File: src/rtl/ps2_defs.sv
// Shared PS/2 definitions: transmitter state encoding, frame length and keyboard command bytes.
package ps2_defs;

  typedef enum logic [2:0] {
    ST_IDLE,
    ST_INHIBIT,
    ST_START,
    ST_SEND,
    ST_ACK
  } ps2_tx_state_e;

  // Device clock falling edges in one host-to-device frame, the last one carrying the ACK.
  localparam int unsigned FRAME_FALLS = 11;

  localparam logic [7:0] CMD_SET_LEDS = 8'hED;
  localparam logic [7:0] CMD_ENABLE   = 8'hF4;
  localparam logic [7:0] CMD_RESET    = 8'hFF;
  localparam logic [7:0] RSP_ACK      = 8'hFA;

endpackage

File: src/rtl/ps2_sync_edge.sv
// Two-flop synchronizer for the raw PS/2 clock and data pins plus clock falling-edge detect.
module ps2_sync_edge (
  input  logic clk,
  input  logic rst,
  input  logic clk_raw_i,
  input  logic dat_raw_i,
  output logic dat_sync_o,
  output logic fall_o
);

  logic [1:0] clk_sync_q;
  logic [1:0] dat_sync_q;
  logic       clk_prev_q;

  // Reset to the idle-high bus level so leaving reset never fakes an edge.
  always_ff @(posedge clk) begin
    if (rst) begin
      clk_sync_q <= 2'b11;
      dat_sync_q <= 2'b11;
      clk_prev_q <= 1'b1;
    end else begin
      clk_sync_q <= {clk_sync_q[0], clk_raw_i};
      dat_sync_q <= {dat_sync_q[0], dat_raw_i};
      clk_prev_q <= clk_sync_q[1];
    end
  end

  assign dat_sync_o = dat_sync_q[1];
  assign fall_o     = clk_prev_q & ~clk_sync_q[1];

endmodule

File: src/rtl/ps2_tx.sv
// Host-to-device PS/2 transmitter: clock inhibit, start, 8 data bits LSB-first, odd parity, stop, ACK check.
// Define PS2_TX_TIMEOUT_EN to add a watchdog that aborts the frame when the device stops clocking.
module ps2_tx
  import ps2_defs::*;
#(
  parameter int INHIBIT_CYCLES = 5000,
  parameter int TIMEOUT_CYCLES = 750000
) (
  input  logic       clk,
  input  logic       rst,
  input  logic [7:0] tx_data,
  input  logic       tx_valid,
  output logic       tx_ready,
  output logic       busy,
  output logic       done,
  output logic       err,
  input  logic       ps2_clk_in,
  input  logic       ps2_dat_in,
  output logic       ps2_clk_oe,
  output logic       ps2_dat_oe
);

  localparam int CNT_MAX = (INHIBIT_CYCLES > TIMEOUT_CYCLES) ? INHIBIT_CYCLES : TIMEOUT_CYCLES;
  localparam int CNT_W   = $clog2(CNT_MAX + 1);
  localparam logic [CNT_W-1:0] INH_LAST = CNT_W'(INHIBIT_CYCLES - 1);
`ifdef PS2_TX_TIMEOUT_EN
  localparam logic [CNT_W-1:0] TO_LAST  = CNT_W'(TIMEOUT_CYCLES - 1);
`endif

  ps2_tx_state_e    state_q, state_d;
  logic [7:0]       data_q, data_d;
  logic             par_q, par_d;
  logic [3:0]       bits_q, bits_d;
  logic [CNT_W-1:0] cnt_q, cnt_d;
  logic             dat_oe_q, dat_oe_d;
  logic             done_q, done_d;
  logic             err_q, err_d;
  logic             dat_sync;
  logic             fall;

  ps2_sync_edge u_sync (
    .clk        (clk),
    .rst        (rst),
    .clk_raw_i  (ps2_clk_in),
    .dat_raw_i  (ps2_dat_in),
    .dat_sync_o (dat_sync),
    .fall_o     (fall)
  );

  always_ff @(posedge clk) begin
    if (rst) begin
      state_q  <= ST_IDLE;
      data_q   <= '0;
      par_q    <= 1'b0;
      bits_q   <= '0;
      cnt_q    <= '0;
      dat_oe_q <= 1'b0;
      done_q   <= 1'b0;
      err_q    <= 1'b0;
    end else begin
      state_q  <= state_d;
      data_q   <= data_d;
      par_q    <= par_d;
      bits_q   <= bits_d;
      cnt_q    <= cnt_d;
      dat_oe_q <= dat_oe_d;
      done_q   <= done_d;
      err_q    <= err_d;
    end
  end

  always_comb begin
    state_d  = state_q;
    data_d   = data_q;
    par_d    = par_q;
    bits_d   = bits_q;
    cnt_d    = cnt_q;
    dat_oe_d = dat_oe_q;
    done_d   = 1'b0;
    err_d    = 1'b0;

    unique case (state_q)
      ST_IDLE: begin
        dat_oe_d = 1'b0;
        if (tx_valid) begin
          data_d  = tx_data;
          par_d   = ~^tx_data;
          bits_d  = '0;
          cnt_d   = '0;
          state_d = ST_INHIBIT;
        end
      end
      ST_INHIBIT: begin
        if (cnt_q == INH_LAST) begin
          dat_oe_d = 1'b1;
          cnt_d    = '0;
          state_d  = ST_START;
        end else begin
          cnt_d = cnt_q + CNT_W'(1);
        end
      end
      ST_START: state_d = ST_SEND;
      // Each device clock fall shifts the next bit onto DAT; the 10th releases it for the stop bit.
      ST_SEND: begin
        if (fall) begin
          bits_d = bits_q + 4'd1;
          if (bits_q < 4'd8) begin
            dat_oe_d = ~data_q[bits_q[2:0]];
          end else if (bits_q == 4'd8) begin
            dat_oe_d = ~par_q;
          end else if (bits_q == 4'(FRAME_FALLS - 2)) begin
            dat_oe_d = 1'b0;
            state_d  = ST_ACK;
          end
        end
      end
      // Stay one extra cycle so done/err is visible while still busy.
      ST_ACK: begin
        if (done_q || err_q) begin
          state_d = ST_IDLE;
        end else if (fall) begin
          if (dat_sync) err_d = 1'b1;
          else          done_d = 1'b1;
        end
      end
      default: state_d = ST_IDLE;
    endcase

`ifdef PS2_TX_TIMEOUT_EN
    if ((state_q == ST_START) || (state_q == ST_SEND) || (state_q == ST_ACK)) begin
      if (fall) begin
        cnt_d = '0;
      end else if (cnt_q == TO_LAST) begin
        state_d  = ST_IDLE;
        dat_oe_d = 1'b0;
        done_d   = 1'b0;
        err_d    = 1'b1;
      end else begin
        cnt_d = cnt_q + CNT_W'(1);
      end
    end
`endif
  end

  assign tx_ready   = (state_q == ST_IDLE);
  assign busy       = (state_q != ST_IDLE);
  assign done       = done_q;
  assign err        = err_q;
  assign ps2_clk_oe = (state_q == ST_INHIBIT) || (state_q == ST_START);
  assign ps2_dat_oe = dat_oe_q;

endmodule

File: config.mk
export PLATFORM = sky130hd
export DESIGN_NAME = ps2_tx
export DESIGN_NICKNAME = d
export VERILOG_FILES = /design/src/rtl/ps2_defs.sv /design/src/rtl/ps2_sync_edge.sv /design/src/rtl/ps2_tx.sv
export SDC_FILE = /design/constraint.sdc
export NUM_CORES = 1
export LEC_CHECK = 0
export BUFFER_PORTS_ARGS = -buffer_cell sky130_fd_sc_hd__buf_2
export CAP_MARGIN = 10
export CORE_MARGIN = 3
export CORE_UTILIZATION = 35
export CTS_CLUSTER_SIZE = 10
export DETAILED_ROUTE_END_ITERATION = 12
export PLACE_DENSITY = 0.57
export SYNTH_ARGS = -nofsm -noshare
export SYNTH_HDL_FRONTEND = slang
export SYNTH_SLANG_ARGS = --single-unit
File: constraint.sdc
create_clock -name clk -period 3.4 [get_ports clk]
set_input_delay 0.17 -clock clk [delete_from_list [all_inputs] [get_ports clk]]
set_output_delay 0.17 -clock clk [all_outputs]
set_load 0.02 [all_outputs]
# Yosys cells after proc, flatten, opt, wreduce, memory -nomap -nowiden

Index checks and enable logic that the tools add are counted.

Flip-flop bits (word level): 44
Logic and storage cells: 74

Add/subtract/negate cells: 2
Magnitude comparators: 2
Eq/ne operators: 15
Mux-type cells: 24
Bitwise logic cells: 6
Reductions and logical operators: 14

Operators with widths:

| kind                                                                 | number |
|---|---|
| 20-bit two-way mux                                                   | 2 |
| 20-bit one-hot mux with 2 select lines                               | 1 |
| 3-bit two-way mux                                                    | 7 |
| 20-bit by 1-bit adder with 20-bit output, second input constant      | 1 |
| 20-bit by 13-bit == test with 1-bit output, second input constant    | 1 |
| 3-bit one-hot mux with 5 select lines                                | 1 |
| 2-bit != test, second input constant                                 | 7 |
| 4-bit == test, second input constant                                 | 2 |
| 1-bit two-way mux                                                    | 8 |
| 4-bit two-way mux                                                    | 2 |
| 4-bit one-hot mux with 2 select lines                                | 1 |
| 8-bit XNOR reduction                                                 | 1 |
| 7-bit AND reduction                                                  | 1 |
| 3-bit by 2-bit == test with 1-bit output, second input constant      | 2 |
| 3-bit nonzero test                                                   | 2 |
| 1-bit NOT                                                            | 5 |
| 4-bit by 1-bit adder with 4-bit output, second input constant        | 1 |
| 3-bit by 4-bit < comparator with 1-bit output, second input constant | 1 |
| 4-bit < comparator, second input constant                            | 1 |
| 4-bit != test, second input constant                                 | 1 |
| 2-bit AND reduction                                                  | 2 |
| 4-bit AND reduction                                                  | 1 |
| 2-bit nonzero test                                                   | 2 |
| 4-bit OR reduction                                                   | 1 |
| 8 further kinds                                                      | 9 |

# Depth between registers and ports, before layout

Depth after elaboration: 6
Depth in mapped cells: 8
Depth with buffers taken out: 7

# Cells and area by module

A second synthesis with hierarchy kept.

Cells, all modules: 267
Area total of the unflattened synthesis: 2175.8 µm²

By module, submodules not included:

| module        | instances | cells each | area each (µm²) | seq. area each (µm²) |
|---|---|---|---|---|
| ps2_tx        | 1         | 256        | 2038.2          | 780.7 |
| ps2_sync_edge | 1         | 11         | 137.6           | 100.1 |

# Least setup slack after synthesis

No wires, ideal clock.

Path kind: register -> register
From: register cnt_q[5]
To: register state_q[1]
Setup time: 0.070 ns
Arrival time: 1.788 ns
Required time: 3.330 ns
Setup slack: 1.542 ns
Stages on the path, launching flop included: 6
Cell sequence: dfxtp_1 or4_4 nor4_4 a211oi_2 or4_1 a21oi_1

Longest elaborated chain between the ends: 3

Ends and longest elaborated chain:

| element                                    | line         | RTL |
|---|---|---|
| from (decl)                                | ps2_tx.sv:34 | `logic [CNT_W-1:0] cnt_q, cnt_d;` |
| from (signal assigned)                     | ps2_tx.sv:65 | `cnt_q <= cnt_d;` |
| 20-bit by 13-bit == test with 1-bit output | ps2_tx.sv:94 | `if (cnt_q == INH_LAST) begin` |
| 2-bit != test (no source line)             | n/a          |  |
| 7-bit AND reduction (no source line)       | n/a          |  |
| to (signal assigned)                       | ps2_tx.sv:61 | `state_q <= state_d;` |
| to (decl)                                  | ps2_tx.sv:30 | `ps2_tx_state_e state_q, state_d;` |

Every way passes these cells.
A chain may end at the register's enable or synchronous reset.

# Worst setup path after layout

From: register cnt_q[0]
To: register dat_oe_q (netlist: ps2_dat_oe)

Longest elaborated chain between the ends: 3

Ends and longest elaborated chain:

| element                                    | line         | RTL |
|---|---|---|
| 20-bit by 13-bit == test with 1-bit output | ps2_tx.sv:94 |  |
| 2-bit != test (no source line)             | n/a          |  |
| 4-bit AND reduction (no source line)       | n/a          |  |
| to (signal assigned)                       | ps2_tx.sv:66 | `dat_oe_q <= dat_oe_d;` |
| to (decl)                                  | ps2_tx.sv:35 | `logic dat_oe_q, dat_oe_d;` |

Every way passes these cells.

==> results summary <==
The required time of the worst setup path came out at 3.56 ns. The run finished with clean final reports. The port buffer count is 18. Summed over all cells, the static leakage comes to 0.8915 nW. The switching part of the total power is 30.60%. Combinational logic is responsible for a little over a fifth of the overall power. The deepest clock path buffer count is 2.

The number of antenna violations at the first check in global routing is 0. For this run, the share of the core covered by cells in the final layout is 41.15%. For this design the total switching power over the nets is 0.0003826 W. Static timing analysis puts the maximum clock frequency at 0.4885 GHz. For this run the aggregate overflow at the end of global routing stands at 0. The synthesized netlist occupies a cell area of 2228 um2. The detailed-router iteration count before antenna repair is 4. The number of H-tree levels is 2. At the pin with the least slew margin, the transition time is 0.6289 ns.

The post-cts sizing count came out at 0. The startpoint identified for the worst hold timing path is ps2_dat_in. The number of synthesized flops with an enable pin came out at 0. The relative area change from synthesis to final layout came out at 11.29%.

The floorplan step set the die height to between 80 and 90 um. The summed negative setup slack over all endpoints is 0 ns. The register cell area after layout came out at 880.8 um2. The detailed-route vias per instance is 5.246.

The worst setup path is of the reg2reg kind. The arrival time at the worst endpoint is 2.21 ns. The initial detailed-routing violation count is 51.

The final weighted congestion of routability-driven global placement came out at ~0.76. The worst clock skew on the final layout came out at 0.003825 ns. Traced cell by cell, the critical path runs through ha_1, nor4b_1, and3_1, a211oi_2, a2111oi_0, o32ai_1. Dividing the detail-routed wire length by the instance count gives between 10 and 15 um. Among all flip-flop cells after synthesis, the most frequent one is sky130_fd_sc_hd__dfxtp_1. The count of max-cap constraint violations is 0. The combined area of the multi-input logic cells came out at 1266 um2.

The final max-slew violation count came out at 0. The number of global-route vias before repair is 1,725. The HPWL reported at the end of detailed placement is 3175 um.

The number of ports placed on the die boundary came out at 19. The final hold slack is 0.05186 ns. The internal power of the cells totals 0.0008678 W. The share of final-layout standard cells stronger than drive strength 1 is 14.13%.

Across every metal layer, demand over resource in global routing totals 12.99%. The root buffer cell chosen for the clock tree is sky130_fd_sc_hd__clkbuf_8. Measured against its own limit, the worst slew margin works out to between 50 and 60%. The peak supply drop came out at 230.7 uV.

The share of power burned in registers is 46.9%. The number of warnings issued by yosys came out at 0. Of all nets on the critical path, the largest fanout is 10. In this run the critical register-to-register path is launched from cnt_q[0]. The ratio of total power to cell area came out at slightly above 500 nW/um2. The count of nets left with antenna violations after detail routing is 0.

The net count of the mapped netlist came out at 285. The clock latency reported for the late side of the worst-skew pair came out at 0.30 ns. The critical path buffer and inverter count came out at 0.

TritonCTS built the clock tree. Counting every sink on the clock net gives 44. The clock group share of total power came out at between 30% and 40%. After synthesis, the mean cell area works out to 8.315 um2.

The final wirelength is 4533 um. The pre-CTS worst setup slack came out at 1.345 ns. The number of different library cells in the post-synthesis netlist is 49.

The number of setup buffers added after CTS came out at 0. The setup slack of the critical path after layout came out at 1.353 ns. The worst setup path is captured at a register.

After synthesis, flip-flops and latches occupy 39.53% of the total area. The total die area came out at 7360 um2. Counting flops with an async set or reset pin after synthesis yields a share of 0%. Entering global routing, the biggest net connects 31 pins.

Among all stages on the critical path, the largest delay is contributed by sky130_fd_sc_hd__a2111oi_0. The hold violation count in the final report came to 0. The floorplan core area came out at ~6000 um2. The number of filler cells placed in the layout is 630. The global-route wire length before repair came out at 7762 um.

The total of endpoints with negative setup slack in the final report is 0. Setup repair after global routing left no endpoint under its margin. In this run the worst setup path begins at cnt_q[0].

For this run, design rule violations remaining after detail routing come to 0. The number of synthesized register bits is 44. After layout, the worst path uses 60.21% of the clock period. The clock-pin slew on the worst setup and hold paths is 0.08 ns. The final layout net count came out at 299. The worst setup path is launched from a register. The initial standard-cell utilization of the core came out at 36.98%.

The number of buffers created by CTS came out at 5. The cell count after synthesis came out at ~270. The post-cts hold buffer count is 0. Grouping stages by cell kind, the critical path spends the most delay in compound AO/OA/AOI/OAI gates.

The antenna diode instance count is 0. The number of cell rows came out at 28. The path class of the tightest hold or removal check is in2reg. For this block, the via count after detailed routing is approximately 1,900. The maximum single-stage delay on the critical path came out at 0.44 ns. The shortest clock period the worst path allows after layout came out at 2.047 ns. The die outline width is approximately 86 um.
## area by class of cell
class                   count  area share (%)
repair buffers             19           3.935
multi-input cells         203           51.06
flip-flops and latches     44           35.52
well taps                  75           3.784
clock inverters             2           1.413
inverters                   9           1.362
clock buffers               6           2.926
## cells in the final DEF, fill, tap and decap left out, types with 2 or more instances in the layout
cell,netlist,layout
sky130_fd_sc_hd__nand3_1,10,10
sky130_fd_sc_hd__or2_2,5,5
sky130_fd_sc_hd__o21ai_0,12,12
sky130_fd_sc_hd__dfxtp_1,44,44
sky130_fd_sc_hd__and3_1,6,6
sky130_fd_sc_hd__xnor2_1,10,10
sky130_fd_sc_hd__a22oi_1,2,2
sky130_fd_sc_hd__mux2i_1,2,2
sky130_fd_sc_hd__and2_1,3,3
sky130_fd_sc_hd__nor3_1,9,9
sky130_fd_sc_hd__ha_1,4,4
sky130_fd_sc_hd__a41oi_1,3,3
sky130_fd_sc_hd__buf_2,5,18
sky130_fd_sc_hd__a31oi_1,9,9
sky130_fd_sc_hd__nand2_1,35,35
sky130_fd_sc_hd__clkbuf_8,0,5
sky130_fd_sc_hd__inv_1,9,9
sky130_fd_sc_hd__or4_1,2,2
sky130_fd_sc_hd__nor2_1,19,19
sky130_fd_sc_hd__nand4_1,3,3
sky130_fd_sc_hd__a211oi_1,3,3
sky130_fd_sc_hd__nor4_1,5,5
sky130_fd_sc_hd__a21oi_1,23,22
sky130_fd_sc_hd__nand2b_1,7,7
sky130_fd_sc_hd__xor2_1,4,4
sky130_fd_sc_hd__nand3b_1,2,2
sky130_fd_sc_hd__a22o_1,3,3
sky130_fd_sc_hd__mux4_2,2,2
## power groups by stage
| stage | clock, W | combinational (W) | sequential, W |
|---|---|---|---|
| after detailed placement | 0 | 0.000276 | 0.000597 |
| after floorplan | 0 | 0.000226 | 0.000577 |
| after global placement | 0 | 0.000273 | 0.000598 |
| after global routing | 0.000422 | 0.000308 | 0.000591 |
| after CTS | 0.000410 | 0.000277 | 0.000586 |
| final | 0.000393 | 0.000272 | 0.000586 |
## cells in the mapped netlist (all sizes together) (7+ instances only)
| library cell | instances | share of area [%] |
|---|---|---|
| a21oi | 23 | 5.2 |
| o21ai | 12 | 2.7 |
| nand3 | 10 | 2.2 |
| nand2 | 35 | 5.9 |
| nor3 | 9 | 2.0 |
| nor2 | 19 | 3.2 |
| buf | 7 | 1.5 |
| dfxtp | 44 | 40 |
| xnor2 | 10 | 3.9 |
| inv | 9 | 1.5 |
| a31oi | 9 | 2.5 |
| nand2b | 7 | 2.0 |
## worst paths after layout
path,slack (ns),cells after the start,endpoint
hold reg to reg,0.42,1,u_sync.dat_sync_q[1]
setup reg to reg,1.35,6,ps2_dat_oe
hold / removal,0.05,2,u_sync.dat_sync_q[0]
setup / recovery,1.35,6,ps2_dat_oe
## worst register-to-register path: stages, from the launching register on
cell and delay [ns]:
sky130_fd_sc_hd__dfxtp_1 0.39, sky130_fd_sc_hd__ha_1 0.25, sky130_fd_sc_hd__nor4b_1 0.24, sky130_fd_sc_hd__and3_1 0.27
sky130_fd_sc_hd__a211oi_2 0.18, sky130_fd_sc_hd__a2111oi_0 0.44, sky130_fd_sc_hd__o32ai_1 0.15
## cell families after synthesis
kind of cell | after synthesis | share of synthesized area [%]
mux | 4 | 2.920
buf+inv | 21 | 3.818
compound gates | 64 | 18.19
fa+ha+maj | 4 | 2.246
flops | 44 | 39.53
xor+xnor | 14 | 5.502
simple gates | 117 | 27.79
## stage by stage
step / instance area [um2] / total power [W] / cells
after CTS: 2480 / 0.001274 / 358
after global routing: 2480 / 0.001321 / 358
final: 2480 / 0.001250 / 358
after global placement: 2372 / 0.0008710 / 350
after floorplan: 2228 / 0.0008034 / 268
after detailed placement: 2372 / 0.0008733 / 350
## registers in the layout, indices dropped and copies added (netlist names)
| signal | cells |
|---|---|
| bits_q | 4 |
| cnt_q | 20 |
| data_q | 8 |
| done | 1 |
| err | 1 |
| par_q | 1 |
| ps2_dat_oe | 1 |
| state_q | 3 |
| u_sync.clk_prev_q | 1 |
| u_sync.clk_sync_q | 2 |
| u_sync.dat_sync_q | 2 |
## routing by layer
metal	vias up	global-route usage, %	part of all wire [%]
li1	996	-	-
met1	852	15.94	50
met5	-	0	0
met2	23	21.61	46
met4	0	5.612	1.7
met3	7	3.170	2.8
No activity file was read; power rests on OpenSTA's default activity.
